==> config.mk <==
export PLATFORM = sky130hd
export DESIGN_NAME = cache_control
export DESIGN_NICKNAME = d
export VERILOG_FILES = /design/src/rtl/cache_control.sv
export SDC_FILE = /design/constraint.sdc
export NUM_CORES = 1
export LEC_CHECK = 0
export CORE_MARGIN = 5
export CORE_UTILIZATION = 40
export DETAILED_ROUTE_END_ITERATION = 8
export GPL_TIMING_DRIVEN = 1
export PLACE_DENSITY = 0.7
export SYNTH_ARGS = -nofsm -noshare
export SYNTH_HDL_FRONTEND = slang
export SYNTH_SLANG_ARGS = --single-unit
==> constraint.sdc <==
create_clock -name clk -period 2.1 [get_ports clk]
set_input_delay 0.525 -clock clk [delete_from_list [all_inputs] [get_ports clk]]
set_output_delay 0.525 -clock clk [all_outputs]
set_load 0.05 [all_outputs]
==> src/rtl/cache_control.sv <==
// cache_control: sequencing FSM for the 2-way set-associative LC-3b cache.
// Resolves hits in IDLE, writes back dirty victims, allocates lines from
// physical memory, drives every array strobe and keeps hit/miss counters.
//
// Handshakes: the CPU holds mem_read/mem_write until mem_resp (a one-cycle
// combinational pulse in IDLE); pmem_read/pmem_write are held continuously
// until and including the cycle pmem_resp=1, and are never high together.
module cache_control (
    input  logic        clk,
    input  logic        rst_n,
    input  logic        mem_read,
    input  logic        mem_write,
    output logic        mem_resp,
    input  logic        hit,
    input  logic        hit_way,
    input  logic        lru_out,
    input  logic        dirty1_out,
    input  logic        dirty2_out,
    input  logic        pmem_resp,
    output logic        pmem_read,
    output logic        pmem_write,
    output logic        pmem_addr_sel,
    output logic        eviction,
    output logic        load_tag1,
    output logic        load_tag2,
    output logic        load_valid1,
    output logic        load_valid2,
    output logic        load_data1,
    output logic        load_data2,
    output logic        load_dirty1,
    output logic        load_dirty2,
    output logic        load_lru,
    output logic        data_sel,
    output logic        valid_in,
    output logic        dirty_in,
    output logic        lru_in,
    output logic [15:0] hit_count,
    output logic [15:0] miss_count
);

    typedef enum logic [1:0] {
        IDLE      = 2'd0,
        WRITEBACK = 2'd1,
        ALLOCATE  = 2'd2
    } state_t;

    state_t state;
    state_t next_state;
    logic   victim_q;
    logic   hit_event;
    logic   miss_event;
    logic   request;
    logic   is_write;
    logic   victim_dirty;

    // A simultaneous read and write is served as a read.
    assign request      = mem_read | mem_write;
    assign is_write     = mem_write & ~mem_read;
    assign victim_dirty = lru_out ? dirty2_out : dirty1_out;

    // State register and victim way latched at the start of a miss.
    always_ff @(posedge clk or negedge rst_n) begin
        if (!rst_n) begin
            state    <= IDLE;
            victim_q <= 1'b0;
        end else begin
            state <= next_state;
            if (miss_event) begin
                victim_q <= lru_out;
            end
        end
    end

    // Next-state and strobe decode; everything is forced low while in reset.
    always_comb begin
        next_state    = state;
        mem_resp      = 1'b0;
        pmem_read     = 1'b0;
        pmem_write    = 1'b0;
        pmem_addr_sel = 1'b0;
        eviction      = 1'b0;
        load_tag1     = 1'b0;
        load_tag2     = 1'b0;
        load_valid1   = 1'b0;
        load_valid2   = 1'b0;
        load_data1    = 1'b0;
        load_data2    = 1'b0;
        load_dirty1   = 1'b0;
        load_dirty2   = 1'b0;
        load_lru      = 1'b0;
        data_sel      = 1'b0;
        valid_in      = 1'b0;
        dirty_in      = 1'b0;
        lru_in        = 1'b0;
        hit_event     = 1'b0;
        miss_event    = 1'b0;
        if (rst_n) begin
            case (state)
                IDLE: begin
                    if (request && hit) begin
                        mem_resp  = 1'b1;
                        load_lru  = 1'b1;
                        lru_in    = ~hit_way;
                        hit_event = 1'b1;
                        if (is_write) begin
                            load_data1  = ~hit_way;
                            load_data2  = hit_way;
                            load_dirty1 = ~hit_way;
                            load_dirty2 = hit_way;
                            dirty_in    = 1'b1;
                        end
                    end else if (request) begin
                        miss_event = 1'b1;
                        next_state = victim_dirty ? WRITEBACK : ALLOCATE;
                    end
                end
                WRITEBACK: begin
                    pmem_write    = 1'b1;
                    pmem_addr_sel = 1'b1;
                    eviction      = 1'b1;
                    if (pmem_resp) begin
                        load_dirty1 = ~victim_q;
                        load_dirty2 = victim_q;
                        next_state  = ALLOCATE;
                    end
                end
                ALLOCATE: begin
                    pmem_read = 1'b1;
                    eviction  = 1'b1;
                    if (pmem_resp) begin
                        load_data1  = ~victim_q;
                        load_data2  = victim_q;
                        load_tag1   = ~victim_q;
                        load_tag2   = victim_q;
                        load_valid1 = ~victim_q;
                        load_valid2 = victim_q;
                        load_dirty1 = ~victim_q;
                        load_dirty2 = victim_q;
                        data_sel    = 1'b1;
                        valid_in    = 1'b1;
                        next_state  = IDLE;
                    end
                end
                default: begin
                    next_state = IDLE;
                end
            endcase
        end
    end

    // Saturating performance counters: one count per hit/miss event.
    always_ff @(posedge clk or negedge rst_n) begin
        if (!rst_n) begin
            hit_count  <= 16'd0;
            miss_count <= 16'd0;
        end else begin
            if (hit_event && hit_count != 16'hFFFF) begin
                hit_count <= hit_count + 16'd1;
            end
            if (miss_event && miss_count != 16'hFFFF) begin
                miss_count <= miss_count + 16'd1;
            end
        end
    end

endmodule

# --- After elaboration in Yosys (flattened, before gate mapping) ---
# Index checks and enable logic that the tools add are counted.
totals:
  in_bits: 10
  word_cells: 73
  reg_bits: 35
op_classes:
  eq_ne: 8
  n_bitwise: 5
  reduce_logical: 6
  n_addsub: 2
  muxes: 48
op_table:
  columns: ["op", "n"]
  rows:
  - ["2-to-1 mux 1 bit", 38]
  - ["adder 16 x 1 -> 16 bit, second input constant", 2]
  - ["inequality test 16 bit, second input constant", 2]
  - ["2-to-1 mux 2 bit", 5]
  - ["inequality test 2 bit, second input constant", 4]
  - ["case mux 1 bit (2 select lines)", 4]
  - ["case mux 2 bit (3 select lines)", 1]
  - ["AND reduction 5 bit", 1]
  - ["logical AND 1 bit", 3]
  - ["NOT 1 bit", 3]
  - ["== test 2 x 1 -> 1 bit, second input constant", 1]
  - ["== test 2 bit, second input constant", 1]
  - ["logical NOT 2 bit", 1]
  - ["OR reduction 2 bit", 1]
  - ["AND 1 bit", 1]
  - ["bitwise OR 1 bit", 1]

# --- Logic depth before layout (Yosys ltp) ---
logic_depth:
  word_depth: 6
  depth_mapped: 7
  depth_no_buf: 6

# --- Worst setup path after synthesis ---
# No wires, ideal clock.
synth_path:
  path_type: "input -> output"
  from: "in rst_n"
  to: "out load_valid1"
  path_buffers: 2
  t_arrival_ns: 2.357
  setup_slack_ns: -0.782
  required_ns: 1.575
  path_stages: 4
  cell_sequence: "buf_2 -> and3_1 -> nor2b_1 -> buf_4"
synth_via:
  elab_chain_len: 1
synth_lines:
  columns: ["item", "line", "source"]
  rows:
  - ["start: declaration", "10", "input logic rst_n,"]
  - ["2-to-1 mux 1 bit", null, null]
  - ["end: declaration", "26", "output logic load_valid1,"]
# Every way passes these cells.

# --- Worst setup path in the final report ---
layout_path:
  from: "reg state[1]"
  to: "out load_lru"
layout_via:
  elab_chain_len: 3
layout_lines:
  columns: ["item", "line", "source"]
  rows:
  - ["start: declaration", "47", "state_t state;"]
  - ["start signal: assignment", "67", "state <= next_state;"]
  - ["logical NOT 2 bit", "98", "case (state)"]
  - ["2-to-1 mux 1 bit", "98", null]
  - ["2-to-1 mux 1 bit", "97", "if (rst_n) begin"]
  - ["end: declaration", "32", "output logic load_lru,"]
# Every way passes these cells.

==> results.yml <==
drt:
  drt_wl_total_mm: 5.284
  wl_met1_mm: 2.262
  drtIter0Drc: 54
  drc: 0
  vias_per_cell: 5.164
  highest_layer: "met4"
  drtPass1Iterations: 4
  routedWlPerCell_um: 15.18
  vias: 1797
  dr_wl_met2_mm: 2.679
  ant_nets: 0
  met3_length_um: 252
timing:
  post-route-period-util_pct: 102.8
  worst_slew_pin_slew_ns: 0.5151
  fin_crit_ns: 2.159
  tns_ns: -0.2367
  hold_viol: 0
  setup_viol: 6
  max_slew_margin_pct: 65.60
  slew_viol_final: 0
  fin_skew_ns: 0.004235
  rsz0062_at_grt: "true"
  fmax_mhz: 463.2
  layout_setup_ws_ns: -0.05890
floorplanning:
  io_pins: 60
  die_area_um2: 6594
  core_um2: 5010
  die_x_um: 81.21
  die_h_um: 81.21
  initial_core_util_pct: 40.48
  fp-row-count: 26
yosys:
  ys_warn_count: 0
  ys.flop_type: "dfrtp_1"
  synthesis.nets: 210
  ys_ff_latch: 35
  netlist_area_um2: 2028
  synth-edff-count: 0
  synth.mux.area_fraction_pct: 4.812
  syn_avg_cell_area_um2: 10.45
  syn_inst: 194
  yosysSeqAreaShare_pct: 43.18
  ys_types: 49
  synthAdderAreaFrac_pct: 3.701
  ys_async_sr_fraction_pct: 100.0
  synth-compound-area-share_pct: 4.874
  synth-simple-area-share_pct: 28.19
  synth-xor-area-share_pct: 11.66
  synth_top_family_by_area: "simple AND/OR/NAND/NOR gates"
setup_path:
  worstSetupPathDepth: 8
  path_buf_inv: 6
  r2r-start: "state[1]"
  crit_arrival_ns: 1.63
  cp.required_ns: 1.57
  startpoint: "state[1]"
  critPathLaunchType: "flip-flop"
  rr_endpoint: "hit_count[15]"
  crit_type: "flip-flop to output port"
  slowest_delay_ns: 0.37
  worst-r2r-cell-count: 9
  crit_end: "load_lru"
  cp_cell_sequence: "inv_2 > ha_4 > buf_4 > buf_6 > o2111ai_4 > buf_6 > clkinvlp_4 > buf_12"
  worstSetupEndpointType: "output port"
  cp_common_cell: "buf_6"
  worstPathMaxFanout: 3
  cp_slowest_cell: "dfrtp_1"
  crit_family: "buffers and inverters"
  reg2reg_slack_ns: -0.01
global_route:
  grt_max_degree: 26
  grt_pass1_vias: 1824
  grt_pass1_wl_mm: 8.562
  grt_usage_pct: 16.86
  grt.overflow.total: 0
  grt_antenna_before_repair: 0
power_and_ir_drop:
  p_sw_mw: 1.266
  ir_drop_mv: 0.7069
  intPower_mw: 1.729
  pwr-share-seq_pct: 30.8
  power_frac_clock_pct: 16.6
  swShare_pct: 42.26
  pwr-share-comb_pct: 52.6
  powerDensity_nw_per_um2: 947.3
  p_leak_nw: 1.508
placement:
  placed_area_um2: 2940
  hpwl_mm: 3.990
  place_congestion: 0.9024
  numPortBuffers: 59
clock_network:
  cts_root_buf: "clkbuf_8"
  cts_tree: "built"
  clkLatencyLatePin_ns: 0.29
  cts_made_buffers: 5
  cts_buffer_depth: 2
  cts.sinks: 35
  htreeDepth: 2
  path_clk_slew_ns: 0.07
  ctsHoldBuffers: 0
finish:
  final_common_cell: "buf_4"
  drive_gt1_share_pct: 37.05
  nets: 294
  num-fill-cells: 440
  area_growth_pct: 55.89
  n_antenna_cell: 0
  fin_area_um2: 3162
  layout_common_cells: "43 x buf_4, 35 x dfrtp_1, 20 x xor2_1"
min_path:
  min_path_type: "primary input to asynchronous set/reset pin"
run_status:
  outcome: "finished with violations"
  violations: "negative setup slack"
job:
  cap_violations: 0
-- power by group through the flow --
stage	clock [mW]	sequential, mW	combinational (mW)
2_1_floorplan	0	1.17	0.568
3_3_place_gp	0	0.931	1.36
3_5_place_dp	0	0.936	1.39
4_1_cts	0.511	0.921	1.49
5_1_grt	0.540	0.945	1.66
6_report	0.496	0.924	1.58
-- worst min path at each step --
| stage | startpoint | to | slack, ns | cells after the start |
|---|---|---|---|---|
| global placement | hit_count[15] | hit_count[15] | 0.49 | 1 |
| CTS | rst_n | hit_count[3] | 0.45 | 3 |
| detailed placement | miss_count[8] | miss_count[8] | 0.51 | 1 |
| finish | rst_n | hit_count[3] | 0.47 | 3 |
| floorplan | rst_n | hit_count[0] | 0.23 | 0 |
| global route | rst_n | victim_q | 0.47 | 3 |
-- cell families (layout without fill, tap and decap cells) --
family,after synthesis,in the layout
XOR/XNOR,27,27
buffers and inverters,14,98
adder cells (fa/ha/maj),6,6
AO/OA/AOI/OAI,12,12
AND/OR/NAND/NOR,91,91
multiplexers,9,9
flip-flops,35,35
-- repair_timing --
item                       CTS  global route
resized for setup           16            10
pin swaps                    5             5
setup endpoints to repair   14            17
buffers inserted             4             5
-- registers in the layout, indices dropped and copies added, names as in the netlist --
name / count
state: 2
miss_count: 16
victim_q: 1
hit_count: 16
-- cell usage after synthesis (all sizes together), types with 2 or more instances --
master,number,area [um2]
nor3,12,70.07
and2,6,37.54
xor2,20,175.2
and3,3,18.77
nor4b,2,23.77
xnor2,7,61.31
ha,6,75.07
nand3,14,70.07
buf,6,42.54
nand2b,2,12.51
and4,2,17.52
a21oi,3,15.01
inv,6,22.52
nor2,9,36.29
mux2,6,67.56
o21ai,2,10.00
clkbuf,2,7.510
nand2,12,45.04
mux2i,3,30.03
or2,2,12.51
dfrtp,35,875.8
or4,2,18.77
nand4,10,68.81
nor3b,3,27.52
nor4,6,65.06
-- metrics by stage --
step                power [mW]  setup slack (ns)  hold slack (ns)  std cells  utilization [%]
finish                   2.995          -0.05890           0.4671        348            63.11
global route             3.147           -0.1320           0.4718        348            63.11
CTS                      2.920          -0.04529           0.4525        343            61.69
detailed placement       2.323           -0.2973           0.5072        332            58.69
global placement         2.288           -0.2557           0.4882        332            58.69
floorplan                1.739          -0.08236           0.2294        194                -
-- worst register-to-register path, delay by kind of cell (launching register included) --
kind / cells / cell delay [ns]
flip-flops: 1 / 0.40
XOR/XNOR: 1 / 0.18
AO/OA/AOI/OAI: 1 / 0.10
adder cells (fa/ha/maj): 1 / 0.15
buffers and inverters: 4 / 0.45
AND/OR/NAND/NOR: 2 / 0.76
-- layout make-up --
type                       count  area [um2]  share of cell area (%)
sequential                    35       875.8                   27.70
clock inverter                 1       5.005                  0.1583
clock buffer                   6       82.58                   2.612
tap                           70       87.58                   2.770
inverter                       6       26.28                  0.8310
timing repair buffer          85       929.6                   29.40
multi-input combinational    145        1155                   36.53
-- metal layers --
layer  global-route usage (%)  vias up
li1                         -      856
met1                    21.16      873
met2                    28.65       60
met3                    2.882        8
met4                    6.757        0
met5                        0        -
Note: power is estimated with default switching activity, not from simulation.
